## src/rtl/uart_hex_in_pkg.sv

```systemverilog
// rtl/uart_hex_in_pkg.sv - shared UART divisor, ASCII constants, rx states, hex helpers
package uart_hex_in_pkg;

    localparam int UART_BAUDDIV = 434;

    localparam logic [7:0] ASCII_CR = 8'h0D;
    localparam logic [7:0] ASCII_LF = 8'h0A;
    localparam logic [7:0] ASCII_0  = 8'h30;
    localparam logic [7:0] ASCII_UA = 8'h41;
    localparam logic [7:0] ASCII_LA = 8'h61;

    typedef enum logic [2:0] {
        ST_WAITHIGH,
        ST_IDLE,
        ST_START,
        ST_DATA,
        ST_STOP
    } rx_state_t;

    function automatic logic is_hex(input logic [7:0] c);
        return (c >= ASCII_0  && c <= ASCII_0  + 8'd9) ||
               (c >= ASCII_UA && c <= ASCII_UA + 8'd5) ||
               (c >= ASCII_LA && c <= ASCII_LA + 8'd5);
    endfunction

    // Letters of both cases share low nibble 1..6, so +9 maps them to 10..15.
    function automatic logic [3:0] hex_nibble(input logic [7:0] c);
        return (c <= ASCII_0 + 8'd9) ? c[3:0] : c[3:0] + 4'd9;
    endfunction

endpackage

```

## src/rtl/uart_hex_in_if.sv

```systemverilog
// rtl/uart_hex_in_if.sv - serial line in, decoded word and status out
interface uart_hex_in_if;
    logic        rx;
    logic [31:0] value;
    logic        value_good;
    logic        error;
    logic        busy;

    modport master (input rx, output value, output value_good, output error, output busy);
    modport slave  (output rx, input value, input value_good, input error, input busy);
endinterface

```

## src/rtl/uart_hex_in_rx_byte.sv

```systemverilog
// rtl/uart_hex_in_rx_byte.sv - 8N1 byte receiver: synchronizer, baud counter, bit FSM
module uart_rx_byte
    import uart_hex_in_pkg::*;
#(
    parameter int BAUDDIV = UART_BAUDDIV
) (
    input  logic       clk,
    input  logic       reset,
    input  logic       rx,
    output logic [7:0] data,
    output logic       byte_valid,
    output logic       frame_err,
    output logic       busy
);
    localparam int CW = $clog2(BAUDDIV + 1);
    localparam logic [CW-1:0] FULL   = CW'(BAUDDIV);
    localparam logic [CW-1:0] HALF   = CW'(BAUDDIV / 2);
    localparam logic [CW-1:0] SETTLE = CW'(2);

    logic            sync1, line;
    rx_state_t       state;
    logic [CW-1:0]   cnt;
    logic [2:0]      bitcnt;
    logic [7:0]      shreg;

    // Stop-bit sample cycle; the decoder registers its result on this edge.
    logic stop_sample;
    assign stop_sample = (state == ST_STOP) && (cnt == '0);
    assign byte_valid  = stop_sample && line;
    assign frame_err   = stop_sample && !line;
    assign data        = shreg;

    always_ff @(posedge clk) begin
        if (reset) begin
            sync1  <= 1'b1;
            line   <= 1'b1;
            state  <= ST_WAITHIGH;
            cnt    <= '0;
            bitcnt <= '0;
            shreg  <= '0;
            busy   <= 1'b0;
        end else begin
            sync1 <= rx;
            line  <= sync1;
            case (state)
                // Line must stay high long enough to flush the reset value out of the synchronizer.
                ST_WAITHIGH: begin
                    if (!line) begin
                        cnt <= '0;
                    end else if (cnt == SETTLE) begin
                        state <= ST_IDLE;
                        cnt   <= '0;
                    end else begin
                        cnt <= cnt + 1'b1;
                    end
                end
                ST_IDLE: begin
                    if (!line) begin
                        state <= ST_START;
                        cnt   <= HALF;
                        busy  <= 1'b1;
                    end
                end
                ST_START: begin
                    if (cnt != '0) begin
                        cnt <= cnt - 1'b1;
                    end else if (line) begin
                        state <= ST_IDLE;
                        busy  <= 1'b0;
                    end else begin
                        state  <= ST_DATA;
                        bitcnt <= '0;
                        cnt    <= FULL;
                    end
                end
                ST_DATA: begin
                    if (cnt != '0) begin
                        cnt <= cnt - 1'b1;
                    end else begin
                        shreg <= {line, shreg[7:1]};
                        cnt   <= FULL;
                        if (bitcnt == 3'd7) begin
                            state <= ST_STOP;
                        end else begin
                            bitcnt <= bitcnt + 1'b1;
                        end
                    end
                end
                ST_STOP: begin
                    if (cnt != '0) begin
                        cnt <= cnt - 1'b1;
                    end else begin
                        busy  <= 1'b0;
                        cnt   <= '0;
                        state <= line ? ST_IDLE : ST_WAITHIGH;
                    end
                end
                default: begin
                    state <= ST_WAITHIGH;
                    cnt   <= '0;
                    busy  <= 1'b0;
                end
            endcase
        end
    end

endmodule

```

## src/rtl/uart_hex_in.sv

```systemverilog
// rtl/uart_hex_in.sv - UART receiver turning CR/LF-terminated ASCII hex lines into 32-bit words
module uart_hex_in
    import uart_hex_in_pkg::*;
#(
    parameter int BAUDDIV = UART_BAUDDIV
) (
    input  logic          clk,
    input  logic          reset,
    uart_hex_in_if.master bus
);
    logic [7:0]  rx_data;
    logic        rx_valid;
    logic        rx_ferr;
    logic [31:0] acc;
    logic [3:0]  count;

    uart_rx_byte #(.BAUDDIV(BAUDDIV)) u_rx (
        .clk        (clk),
        .reset      (reset),
        .rx         (bus.rx),
        .data       (rx_data),
        .byte_valid (rx_valid),
        .frame_err  (rx_ferr),
        .busy       (bus.busy)
    );

    always_ff @(posedge clk) begin
        if (reset) begin
            acc            <= '0;
            count          <= '0;
            bus.value      <= '0;
            bus.value_good <= 1'b0;
            bus.error      <= 1'b0;
        end else begin
            bus.value_good <= 1'b0;
            bus.error      <= 1'b0;
            if (rx_ferr) begin
                bus.error <= 1'b1;
                acc       <= '0;
                count     <= '0;
            end else if (rx_valid) begin
                if (is_hex(rx_data)) begin
                    // Shifting out the top nibble keeps only the last eight digits.
                    acc <= {acc[27:0], hex_nibble(rx_data)};
                    if (count != 4'd8) begin
                        count <= count + 4'd1;
                    end
                end else if (rx_data == ASCII_CR || rx_data == ASCII_LF) begin
                    if (count != 4'd0) begin
                        bus.value      <= acc;
                        bus.value_good <= 1'b1;
                        acc            <= '0;
                        count          <= '0;
                    end
                end else begin
                    bus.error <= 1'b1;
                    acc       <= '0;
                    count     <= '0;
                end
            end
        end
    end

endmodule

```

## src/flat_wrapper.sv

```systemverilog
// flat-port wrapper written by rule: the top's interface ports become plain ports
module uart_hex_in_flat import uart_hex_in_pkg::*;
#(
    parameter int BAUDDIV = UART_BAUDDIV
)
  (clk, reset, bus_rx, bus_value, bus_value_good, bus_error, bus_busy);
  uart_hex_in_if bus_i ();
  input  logic clk;
  input  logic reset;
  input wire logic [$bits(bus_i.rx)-1:0] bus_rx;
  output wire logic [$bits(bus_i.value)-1:0] bus_value;
  output wire logic [$bits(bus_i.value_good)-1:0] bus_value_good;
  output wire logic [$bits(bus_i.error)-1:0] bus_error;
  output wire logic [$bits(bus_i.busy)-1:0] bus_busy;
  assign bus_i.rx = bus_rx;
  assign bus_value = bus_i.value;
  assign bus_value_good = bus_i.value_good;
  assign bus_error = bus_i.error;
  assign bus_busy = bus_i.busy;
  uart_hex_in #(.BAUDDIV(BAUDDIV)) u_core (.clk(clk), .reset(reset), .bus(bus_i));
endmodule
```

## config.mk

```make
export PLATFORM = sky130hd
export DESIGN_NAME = uart_hex_in_flat
export DESIGN_NICKNAME = d
export VERILOG_FILES = /design/src/rtl/uart_hex_in_pkg.sv /design/src/rtl/uart_hex_in_if.sv /design/src/rtl/uart_hex_in_rx_byte.sv /design/src/rtl/uart_hex_in.sv /design/src/flat_wrapper.sv
export SDC_FILE = /design/constraint.sdc
export NUM_CORES = 1
export LEC_CHECK = 0
export CORE_MARGIN = 2
export CORE_UTILIZATION = 55
export DETAILED_ROUTE_END_ITERATION = 6
export GPL_TIMING_DRIVEN = 0
export PLACE_DENSITY = 0.83
export SYNTH_ARGS = -nofsm -noshare
export SYNTH_HDL_FRONTEND = slang
export SYNTH_SLANG_ARGS = --single-unit
```

## constraint.sdc

```tcl
create_clock -name clk -period 2.87 [get_ports clk]
set_clock_uncertainty 0.05 [all_clocks]
set_input_delay 0.287 -clock clk [delete_from_list [all_inputs] [get_ports clk]]
set_output_delay 0.287 -clock clk [all_outputs]
set_load 0.005 [all_outputs]
```

### Word-level counts from Yosys, hierarchy flattened

Cells that the tools add are included.

* $add $sub $neg: 5
* $mul: 0
* div/mod/pow operators: 0
* magnitude comparators: 6
* equality and inequality tests: 22
* shift-type cells: 0
* multiplexer cells: 41
* bitwise gates (word level): 6
* reduce and logical (&&, ||, !) cells: 26

Operator list (count)
* $mux W32: 3
* $mux W9: 7
* $pmux W9 S5: 1
* $mux W3: 11
* $ne A2 B2 Y1 const B: 11
* $mux W4: 5
* $eq A8 B4 Y1 const B: 2
* $ge A8 B7 Y1 const B: 2
* $le A8 B7 Y1 const B: 2
* $pmux W3 S5: 1
* $reduce_and A5 Y1: 3
* $mux W1: 10
* $add A9 B1 Y9 const B: 1
* $eq A9 B2 Y1 const B: 1
* $logic_not A9 Y1: 1
* $reduce_bool A9 Y1: 1
* $sub A9 B1 Y9 const B: 1
* $ge A8 B6 Y1 const B: 1
* $le A8 B6 Y1 const B: 1
* $reduce_and A7 Y1: 1
* $eq A3 B2 Y1 const B: 2
* $eq A3 B3 Y1 const B: 2
* $logic_and A1 B1 Y1: 6
* $not A1 Y1: 6
* other kinds (19): 24

* bits in registers: 96
* bits in latches: 0
* memory bits (writable): 0
* memory bits (read-only): 0
* bits of input ports: 3
* output and inout port bits: 35
* logic and storage cells: 118
* memories: 0

### Longest topological paths before layout

Gate-level depths: netlist of the first run.

* word-level depth: 7
* depth in mapped cells: 10

### By module

From an unflattened synthesis of the first run, not the netlist that was laid out.

* cell total of the unflattened synthesis: 527
* area, all modules: 4429.2 µm²

By module, submodules not included
* uart_hex_in: times used 1, cells each 317, area each 2736.4 µm², seq. area each 1401.3 µm²
* uart_rx_byte: times used 1, cells each 210, area each 1692.9 µm², seq. area each 520.5 µm²

### Worst setup path after synthesis of the first run

OpenSTA, ideal clock, no wires.

* kind: reg2reg
* start point: register u_core.u_rx.cnt[0]
* end point: register u_core.count[3]
* library setup time: 0.074 ns
* data arrival time: 2.056 ns
* required time: 2.746 ns
* setup slack: 0.690 ns
* stages on the path, launching flop included: 9
* clock period less this slack: 2.180 ns
* cells stage by stage: dfxtp_1 inv_1 ha_1 nor4b_2 and4_1 buf_4 o41ai_4 or4b_1 a31oi_1

* longest elaborated chain between the ends: 4
* elaborated cells on any way between the ends: 6

RTL lines
* from (decl): line uart_hex_in_rx_byte.sv:22 `logic [CW-1:0] cnt;`
* from (signal assigned): line uart_hex_in_rx_byte.sv:54 `cnt <= cnt + 1'b1;`
* from (signal assigned): line uart_hex_in_rx_byte.sv:66 `cnt <= cnt - 1'b1;`
* from (signal assigned): line uart_hex_in_rx_byte.sv:78 `cnt <= cnt - 1'b1;`
* $logic_not A9 Y1 *: line uart_hex_in_rx_byte.sv:28 `assign stop_sample = (state == ST_STOP) && (cnt == '0);`
* $logic_and A1 B1 Y1 *: line uart_hex_in_rx_byte.sv:28
* $logic_and A1 B1 Y1 (on tied branches): line uart_hex_in_rx_byte.sv:29, uart_hex_in_rx_byte.sv:30
* $reduce_and A3 Y1 (no line) / $reduce_or A2 Y1 (equally long branches)
* to (signal assigned): line uart_hex_in.sv:46 `count <= count + 4'd1;`
* to (decl): line uart_hex_in.sv:15 `logic [3:0] count;`

Mark *: on every way between the ends. The rest lies on a longest branch, timed or not.
A chain may end at the register's enable or synchronous reset.

### Worst setup path in the final report of the first run

* start point: register u_core.u_rx.cnt[0]
* end point: register u_core.acc[12]

* longest elaborated chain between the ends: 4
* elaborated cells on any way between the ends: 6

RTL lines
* $logic_not A9 Y1 *: line uart_hex_in_rx_byte.sv:28
* $logic_and A1 B1 Y1 *: line uart_hex_in_rx_byte.sv:28
* $logic_and A1 B1 Y1 (on tied branches): line uart_hex_in_rx_byte.sv:29, uart_hex_in_rx_byte.sv:30
* $reduce_and A2 Y1 (no line) / $reduce_or A2 Y1 (equally long branches)
* to (signal assigned): line uart_hex_in.sv:44 `acc <= {acc[27:0], hex_nibble(rx_data)};`
* to (decl): line uart_hex_in.sv:14 `logic [31:0] acc;`

Marks and branches as above.

==> tab_implementation.tex, run 1 <==
\begin{tabular}{lr}
\hline
Metric & Value \\
\hline
\multicolumn{2}{l}{\textbf{Global route}} \\
\quad Pin count of the biggest net entering global routing & 21 \\
\quad Remaining global-route overflow & 0 \\
\quad First-pass GRT wire length & approximately 18,000 um \\
\quad Vias in the first global route & 3,713 \\
\quad Overall routing resource usage & 25.1\% \\
\quad Number of antenna violations at the first check in global routing & 0 \\
\multicolumn{2}{l}{\textbf{Routing}} \\
\quad Detailed-route DRC error count & 0 \\
\quad Vias & between 4k and 5k \\
\quad Initial DRC count & roughly 360 \\
\quad Post-DR vias/cell & 6.08 \\
\quad Iteration count of the initial detailed-routing pass & 5 \\
\quad Total routed wirelength & between 10,000 and 15,000 um \\
\quad Average wire per cell in the routed design & 15.8 um \\
\quad Number of nets with antenna violations after routing & 0 \\
\multicolumn{2}{l}{\textbf{Cells and area}} \\
\quad Total Nets Final & 584 \\
\quad Ratio of cells with drive above 1 in the final layout & 7.84\% \\
\quad Antenna Cells & 0 \\
\quad Layout Cells excl Fill & 676 \\
\quad Post-route cell area & 5090 sq um \\
\quad Area added between synthesis and finish & 16.3\% \\
\multicolumn{2}{l}{\textbf{Pwr}} \\
\quad Internal power & 2.02 mW \\
\quad Share of power burned in registers & between 40\% and 50\% \\
\quad P per Cell Area & a little over 600 nW/um\^{}2 \\
\quad Switching power as a share of total power & 36.0\% \\
\quad Clk pwr share & 28.4\% \\
\quad Leakage dissipation & approximately 1.8 nW \\
\quad Peak ir drop on the vdd network & between 300 and 400 uV \\
\quad Switching power of the nets & 1.13 mW \\
\quad Gate power share & 26.3\% \\
\multicolumn{2}{l}{\textbf{CTS}} \\
\quad Clock-pin slew on the worst setup and hold paths & about 100 ps \\
\quad Buffer cell driving the clock tree root & clkbuf\_8 \\
\quad TritonCTS clock tree & yes \\
\quad Count of cells resized by post-cts repair & 0 \\
\quad Maximum level of the CTS H-tree & 3 \\
\quad Clock net sink count & 96 \\
\quad Later-pin clock latency in the skew report & 370 ps \\
\quad Max Buffers Root-to-Sink & 2 \\
\quad TritonCTS buffer count & 9 \\
\quad Buffers inserted by post-CTS timing repair & 0 \\
\quad Hold-fix buffer count after cts & 0 \\
\multicolumn{2}{l}{\textbf{Run status}} \\
\quad Result of the run & completed \\
\multicolumn{2}{l}{\textbf{Synth}} \\
\quad Cell types with the highest counts after synthesis & dfxtp\_1, nand2\_1, nor2\_1 \\
\quad Share of the yosys chip area belonging to registers & 43.9\% \\
\quad Main area contributors after synthesis & dfxtp\_1, nand2\_1, a32oi\_1 \\
\quad Unique masters post-synth & 59 \\
\quad Async S/R FF share, synth & 0\% \\
\quad Net count after synthesis & 536 \\
\quad Post-synthesis cell count & 521 \\
\quad Syn\_area\_per\_cell & 8.41 sq um \\
\quad Yosys warning total & 0 \\
\quad Post-synth top area share & 43.9\% \\
\quad Area leader, netlist & dfxtp\_1 \\
\quad Cell Area, Synth & 4380 sq um \\
\quad Total of flip-flops plus latches after synthesis & 96 \\
\quad Most common flop cell mapped by yosys & dfxtp\_1 \\
\quad Most numerous cell in the Yosys netlist & dfxtp\_1 \\
\quad Number of synthesized flops with an enable pin & 0 \\
\multicolumn{2}{l}{\textbf{Place}} \\
\quad Count of buffers inserted at the top-level ports & 37 \\
\quad Hpwl dp & 7420 um \\
\quad Placed instance area & 4880 sq um \\
\quad Count of placed standard cells including taps & between 600 and 700 \\
\quad Weighted congestion reported at the end of routability-driven placement & 1.01 \\
\multicolumn{2}{l}{\textbf{Critical path}} \\
\quad Critical path endpoint category & flip-flop \\
\quad Startpoint of the most critical setup path & u\_core.u\_rx.cnt[0]\$\_SDFFE\_PP0P\_ \\
\quad Reg-to-reg startpoint & u\_core.u\_rx.cnt[0]\$\_SDFFE\_PP0P\_ \\
\quad Worst setup SP type & flip-flop \\
\quad CP arrival & 2950 ps \\
\quad Series of cell instances along the critical path & inv\_1, ha\_1, nor4b\_2, nand2\_1, o31ai\_4, clkbuf\_1, nor2\_1 \\
\quad Reg-to-reg endpoint & u\_core.acc[12]\$\_SDFFE\_PP0P\_ \\
\quad Start-to-end type of the worst setup path & flip-flop to flip-flop \\
\quad CP Capture Point & u\_core.acc[12]\$\_SDFFE\_PP0P\_ \\
\quad FF-to-FF path depth & 7 \\
\quad Max stage delay cell, worst path & o31ai\_4 \\
\quad CP required & 3080 ps \\
\quad Worst reg2reg setup slack & 130 ps \\
\quad Largest stage delay, worst path & 530 ps \\
\quad Maximum fanout along the worst path & 10 \\
\multicolumn{2}{l}{\textbf{Floorplan}} \\
\quad Boundary pin count & 38 \\
\quad Initial core utilization & 56.7\% \\
\quad Overall die area & between 8000 and 9000 sq um \\
\quad Cell Rows & 32 \\
\quad Horizontal die dimension & 93.2 um \\
\quad Die Y & 93.2 um \\
\quad Core Box Area & 7730 sq um \\
\multicolumn{2}{l}{\textbf{Timing}} \\
\quad Max Transition Viols Final & 0 \\
\quad Max-slew headroom at the worst pin & between 40 and 50\% \\
\quad Sum of negative setup slack & 0 ps \\
\quad Setup-violating endpoint count in the final report & 0 \\
\quad Actual slew at the worst max-slew pin & 805 ps \\
\quad Count of final hold-check violations & 0 \\
\quad Min Clock Period, post-route & 2740 ps \\
\quad Final critical-path share of the clock period & between 90 and 100\% \\
\quad RSZ-0062 raised after global routing & false \\
\quad Maximum achievable frequency & 0.365 GHz \\
\multicolumn{2}{l}{\textbf{Hold path}} \\
\quad Hold/Removal Path Class & flip-flop to flip-flop \\
\multicolumn{2}{l}{\textbf{Run}} \\
\quad Number of max-cap violations & 0 \\
\hline
\end{tabular}
-- flip-flops by register name, indices dropped and copies added (netlist names) --
register	flops
u_core.bus.value_good	1
u_core.bus.error	1
u_core.count	4
u_core.bus.value	32
u_core.u_rx.busy	1
u_core.acc	32
u_core.u_rx.bitcnt	3
u_core.u_rx.cnt	9
u_core.u_rx.state	3
u_core.u_rx.data	8
u_core.u_rx.line	1
u_core.u_rx.sync1	1
-- worst max-delay path: cells and delay by family, from the launching register on --
family	cells	cell delay (ps)
and+or+nand+nor	3	850
buffers and inverters	2	540
AOI/OAI and AO/OA	1	530
DFF	1	410
adders and majority gates	1	240
-- worst min path at each step --
| stage | to | slack (ps) | from | cells past startpoint |
|---|---|---|---|---|
| 2_1_floorplan | u_core.u_rx.line$_SDFF_PP1_ | 340 | u_core.u_rx.sync1$_SDFF_PP1_ | 1 |
| 3_3_place_gp | u_core.u_rx.line$_SDFF_PP1_ | 340 | u_core.u_rx.sync1$_SDFF_PP1_ | 1 |
| 3_5_place_dp | u_core.u_rx.line$_SDFF_PP1_ | 350 | u_core.u_rx.sync1$_SDFF_PP1_ | 1 |
| 4_1_cts | u_core.u_rx.line$_SDFF_PP1_ | 380 | u_core.u_rx.sync1$_SDFF_PP1_ | 1 |
| 5_1_grt | u_core.u_rx.line$_SDFF_PP1_ | 390 | u_core.u_rx.sync1$_SDFF_PP1_ | 1 |
| 6_report | u_core.u_rx.line$_SDFF_PP1_ | 370 | u_core.u_rx.sync1$_SDFF_PP1_ | 1 |
-- power by group through the flow --
stage	sequential [mW]	combinational, mW	clock (mW)
floorplan	1.44	0.623	0
global placement	1.45	0.781	0
detailed placement	1.45	0.790	0
CTS	1.42	0.793	0.904
global route	1.43	0.914	0.956
finish	1.42	0.830	0.896
-- metrics by stage --
| step | setup WS (ps) | util, % | hold slack, ps | total power, mW |
|---|---|---|---|---|
| detailed placement | 94.4 | 63.1 | 351 | 2.24 |
| global route | 4.93 | 65.9 | 386 | 3.30 |
| global placement | 113 | 63.1 | 345 | 2.23 |
| floorplan | 690 | - | 339 | 2.06 |
| finish | 128 | 65.9 | 372 | 3.15 |
| CTS | 83.5 | 65.8 | 376 | 3.12 |
-- cells by family (layout without fill, tap and decap cells) --
group	count (synthesis)	after routing	synth area share, %
AOI/OAI and AO/OA	140	140	21.7
xor gates and xnor gates	6	6	1.20
adders and majority gates	12	12	3.43
buffers and inverters	52	105	5.11
DFF	96	96	43.9
muxes	10	10	2.31
and+or+nand+nor	205	205	22.4
-- routing by layer --
| layer | global-route usage [%] | wire [um] | vias up |
|---|---|---|---|
| li1 | - | - | 1980 |
| met1 | 35.2 | 4980 | 1925 |
| met2 | 37.4 | 4620 | 180 |
| met3 | 6.29 | 838 | 25 |
| met4 | 9.68 | 207 | 0 |
| met5 | 0 | 0 | - |
-- cells in the final DEF, fill, tap and decap left out, types with 3 or more instances in the layout --
cell and count:
a211oi_1 3, a21oi_1 48, a31oi_1 10, a32oi_1 30
and3_1 4, buf_2 11, clkbuf_1 23, clkbuf_8 9
clkdlybuf4s50_1 37, dfxtp_1 96, ha_1 12, inv_1 13
mux2i_1 9, nand2_1 88, nand2b_1 4, nand3_1 14
nand4_1 4, nor2_1 49, nor2b_1 7, nor3_1 7
o211ai_1 3, o21ai_0 17, o31ai_1 5, o41ai_1 3
or2_2 3, or3_1 3, or4b_2 3, xnor2_1 6
-- area by class of cell --
| cell class | count | area (sq um) |
|---|---|---|
| Clock buffer | 9 | 124 |
| Tap cell | 102 | 128 |
| Fill cell | 632 | 2630 |
| Timing Repair Buffer | 37 | 370 |
| Multi-Input combinational cell | 373 | 2240 |
| Sequential cell | 96 | 1920 |
| Clock inverter | 7 | 81.3 |
| Buffer | 39 | 176 |
| Inverter | 13 | 48.8 |
(Power assumes the default switching activity.)
==> run 2, diff against run 1 <==
GPL_ROUTABILITY_DRIVEN = 0   (was default)
==> tab_implementation.tex, run 2 (synthesized netlist as in run 1, its figures left out) <==
\begin{tabular}{lr}
\hline
Metric & Value \\
\hline
\multicolumn{2}{l}{\textbf{CTS}} \\
\quad Buffers inserted by post-CTS timing repair & 0 (unchanged) \\
\quad Maximum level of the CTS H-tree & 3 (unchanged) \\
\quad TritonCTS clock tree & yes (unchanged) \\
\quad Later-pin clock latency in the skew report & 380 ps (was 370 ps) \\
\quad Max Buffers Root-to-Sink & 2 (unchanged) \\
\quad TritonCTS buffer count & 9 (unchanged) \\
\quad Clock net sink count & 96 (unchanged) \\
\quad Clock-pin slew on the worst setup and hold paths & 100 ps (about the same) \\
\quad Buffer cell driving the clock tree root & clkbuf\_8 (unchanged) \\
\multicolumn{2}{l}{\textbf{Timing}} \\
\quad Setup-violating endpoint count in the final report & 0 (unchanged) \\
\quad Min Clock Period, post-route & 2670 ps (was 2740 ps) \\
\quad Sum of negative setup slack & 0 ps (unchanged) \\
\quad Max-slew headroom at the worst pin & 48.8\% (was 45.7\%) \\
\quad Max Transition Viols Final & 0 (unchanged) \\
\quad Final critical-path share of the clock period & 92.9\% (was 95.5\%) \\
\quad Count of final hold-check violations & 0 (unchanged) \\
\quad Setup slack of the critical path after layout & 204 ps (was 128 ps) \\
\quad Maximum achievable frequency & 0.375 GHz (was 0.365 GHz) \\
\quad Actual slew at the worst max-slew pin & 760 ps (was 805 ps) \\
\quad RSZ-0062 raised after global routing & false (unchanged) \\
\multicolumn{2}{l}{\textbf{Floorplan}} \\
\quad Die Y & 93.2 um (unchanged) \\
\quad Overall die area & 8690 sq um (unchanged) \\
\quad Horizontal die dimension & 93.2 um (unchanged) \\
\quad Core Box Area & 7730 sq um (unchanged) \\
\quad Initial core utilization & 56.7\% (unchanged) \\
\quad Cell Rows & 32 (unchanged) \\
\quad Boundary pin count & 38 (unchanged) \\
\multicolumn{2}{l}{\textbf{Global route}} \\
\quad Number of antenna violations at the first check in global routing & 0 (unchanged) \\
\quad Pin count of the biggest net entering global routing & 21 (unchanged) \\
\quad First-pass GRT wire length & 18,800 um (was 17,600 um) \\
\quad Remaining global-route overflow & 0 (unchanged) \\
\quad Vias in the first global route & 4,003 (was 3,713) \\
\quad Overall routing resource usage & 26.6\% (was 25.1\%) \\
\multicolumn{2}{l}{\textbf{Critical path}} \\
\quad Cell family with the largest share of critical-path delay & simple AND/OR/NAND/NOR gates (unchanged) \\
\quad CP arrival & 2870 ps (was 2950 ps) \\
\quad Maximum fanout along the worst path & 10 (unchanged) \\
\quad Critical path endpoint category & flip-flop (unchanged) \\
\quad CP required & 3080 ps (about the same) \\
\quad Reg-to-reg endpoint & u\_core.acc[0]\$\_SDFFE\_PP0P\_ (was u\_core.acc[12]\$\_SDFFE\_PP0P\_) \\
\quad Reg-to-reg startpoint & u\_core.u\_rx.cnt[0]\$\_SDFFE\_PP0P\_ (unchanged) \\
\quad WP depth & 7 (unchanged) \\
\quad Series of cell instances along the critical path & inv\_1, ha\_1, nor4b\_2, nand2\_1, o31ai\_4, clkbuf\_1, nor2\_1 (unchanged) \\
\quad Worst setup SP type & flip-flop (unchanged) \\
\quad CP Capture Point & u\_core.acc[0]\$\_SDFFE\_PP0P\_ (was u\_core.acc[12]\$\_SDFFE\_PP0P\_) \\
\quad Worst reg2reg setup slack & 200 ps (was 130 ps) \\
\quad Start-to-end type of the worst setup path & flip-flop to flip-flop (unchanged) \\
\quad Startpoint of the most critical setup path & u\_core.u\_rx.cnt[0]\$\_SDFFE\_PP0P\_ (unchanged) \\
\quad FF-to-FF path depth & 7 (unchanged) \\
\quad Number of buffers and inverters on the critical path & 2 (unchanged) \\
\quad Largest stage delay, worst path & 510 ps (was 530 ps) \\
\quad Max stage delay cell, worst path & o31ai\_4 (unchanged) \\
\multicolumn{2}{l}{\textbf{Cells and area}} \\
\quad Total Nets Final & 584 (unchanged) \\
\quad Area added between synthesis and finish & 16.3\% (about the same) \\
\quad Most common library cell in the layout ignoring fill and taps & dfxtp\_1 (unchanged) \\
\quad Ratio of cells with drive above 1 in the final layout & 7.67\% (was 7.84\%) \\
\quad Registers with the highest flip-flop counts & u\_core.acc x32, u\_core.bus.value x32, u\_core.u\_rx.cnt x9 (unchanged) \\
\quad Antenna Cells & 0 (unchanged) \\
\quad Most frequent cells in the layout & dfxtp\_1, nand2\_1, nor2\_1 (unchanged) \\
\multicolumn{2}{l}{\textbf{Place}} \\
\quad Pre-CTS setup slack & 44.5 ps (was 94.4 ps) \\
\quad Hpwl dp & 7550 um (was 7420 um) \\
\quad Count of buffers inserted at the top-level ports & 37 (unchanged) \\
\multicolumn{2}{l}{\textbf{Pwr}} \\
\quad Peak ir drop on the vdd network & 303 uV (was 320 uV) \\
\quad Leakage dissipation & 1.76 nW (was 1.77 nW) \\
\quad P per Cell Area & 620 nW/um\^{}2 (was 619 nW/um\^{}2) \\
\multicolumn{2}{l}{\textbf{Run status}} \\
\quad Result of the run & completed (unchanged) \\
\multicolumn{2}{l}{\textbf{Routing}} \\
\quad Iteration count of the initial detailed-routing pass & 6 (was 5) \\
\quad Initial DRC count & 407 (was 361) \\
\quad Total routed wirelength & 10,900 um (was 10,700 um) \\
\quad Average wire per cell in the routed design & 16.2 um (was 15.8 um) \\
\quad Number of nets with antenna violations after routing & 0 (unchanged) \\
\quad Post-DR vias/cell & 6.18 (was 6.08) \\
\quad Vias & 4,178 (was 4,110) \\
\quad Detailed-route DRC error count & 0 (unchanged) \\
\multicolumn{2}{l}{\textbf{Run}} \\
\quad Number of max-cap violations & 0 (unchanged) \\
\multicolumn{2}{l}{\textbf{Hold path}} \\
\quad Hold/Removal Path Class & flip-flop to flip-flop (unchanged) \\
\hline
\end{tabular}
==> run 2: changes by cell type in the layout (fill, tap and decap cells not counted) <==
cell	previous run	this run
clkbuf_2	1	0
clkbuf_1	23	24
==> run 2: worst min path at each step <==
stage,start,endpoint,slack [ps],cells after the start
floorplan,u_core.u_rx.sync1$_SDFF_PP1_,u_core.u_rx.line$_SDFF_PP1_,340,1
global placement,u_core.u_rx.sync1$_SDFF_PP1_,u_core.u_rx.line$_SDFF_PP1_,340,1
detailed placement,u_core.u_rx.sync1$_SDFF_PP1_,u_core.u_rx.line$_SDFF_PP1_,350,1
CTS,u_core.u_rx.sync1$_SDFF_PP1_,u_core.u_rx.line$_SDFF_PP1_,380,1
global route,u_core.u_rx.sync1$_SDFF_PP1_,u_core.u_rx.line$_SDFF_PP1_,400,1
finish,u_core.u_rx.sync1$_SDFF_PP1_,u_core.u_rx.line$_SDFF_PP1_,370,1
==> run 2: metal layers <==
layer	track usage, %	wire length [um]	part of all wire, %	up-vias
li1	-	-	-	1976
met3	4.43	783	7.2	23
met1	36.2	4800	44	1986
met5	0	0	0	-
met4	10.7	192	1.8	0
met2	42.0	5150	47	193
==> run 2: layout make-up <==
| class | count | area [sq um] |
|---|---|---|
| fill | 629 | 2640 |
| tap | 102 | 128 |
| sequential | 96 | 1920 |
| buffer | 39 | 175 |
| multi-input combinational | 373 | 2240 |
| clock inverter | 7 | 81.3 |
| inverter | 13 | 48.8 |
| timing repair buffer | 37 | 370 |
| clock buffer | 9 | 124 |
==> run 2: where the power goes <==
part | switching [mW] | internal [mW] | total [mW] | leakage [nW]
Clock | 0.553 | 0.348 | 0.901 | 0.103
Combinational | 0.538 | 0.294 | 0.831 | 0.886
Sequential | 0.0505 | 1.37 | 1.42 | 0.774
Total | 1.14 | 2.02 | 3.16 | 1.76
==> run 2: per-stage QoR <==
step	area [sq um]	hold slack, ps	power (mW)	utilization (%)	instances
floorplan	4380	339	2.06	-	521
global placement	4880	344	2.22	63.1	660
detailed placement	4880	353	2.24	63.1	660
CTS	5080	378	3.12	65.8	676
global route	5090	401	3.30	65.9	676
finish	5090	374	3.16	65.9	676
==> run 2: repair_timing <==
action                     in CTS  in global routing
hold buffers                    0                  0
setup endpoints to repair       0                 30
gates resized for setup         0                  1
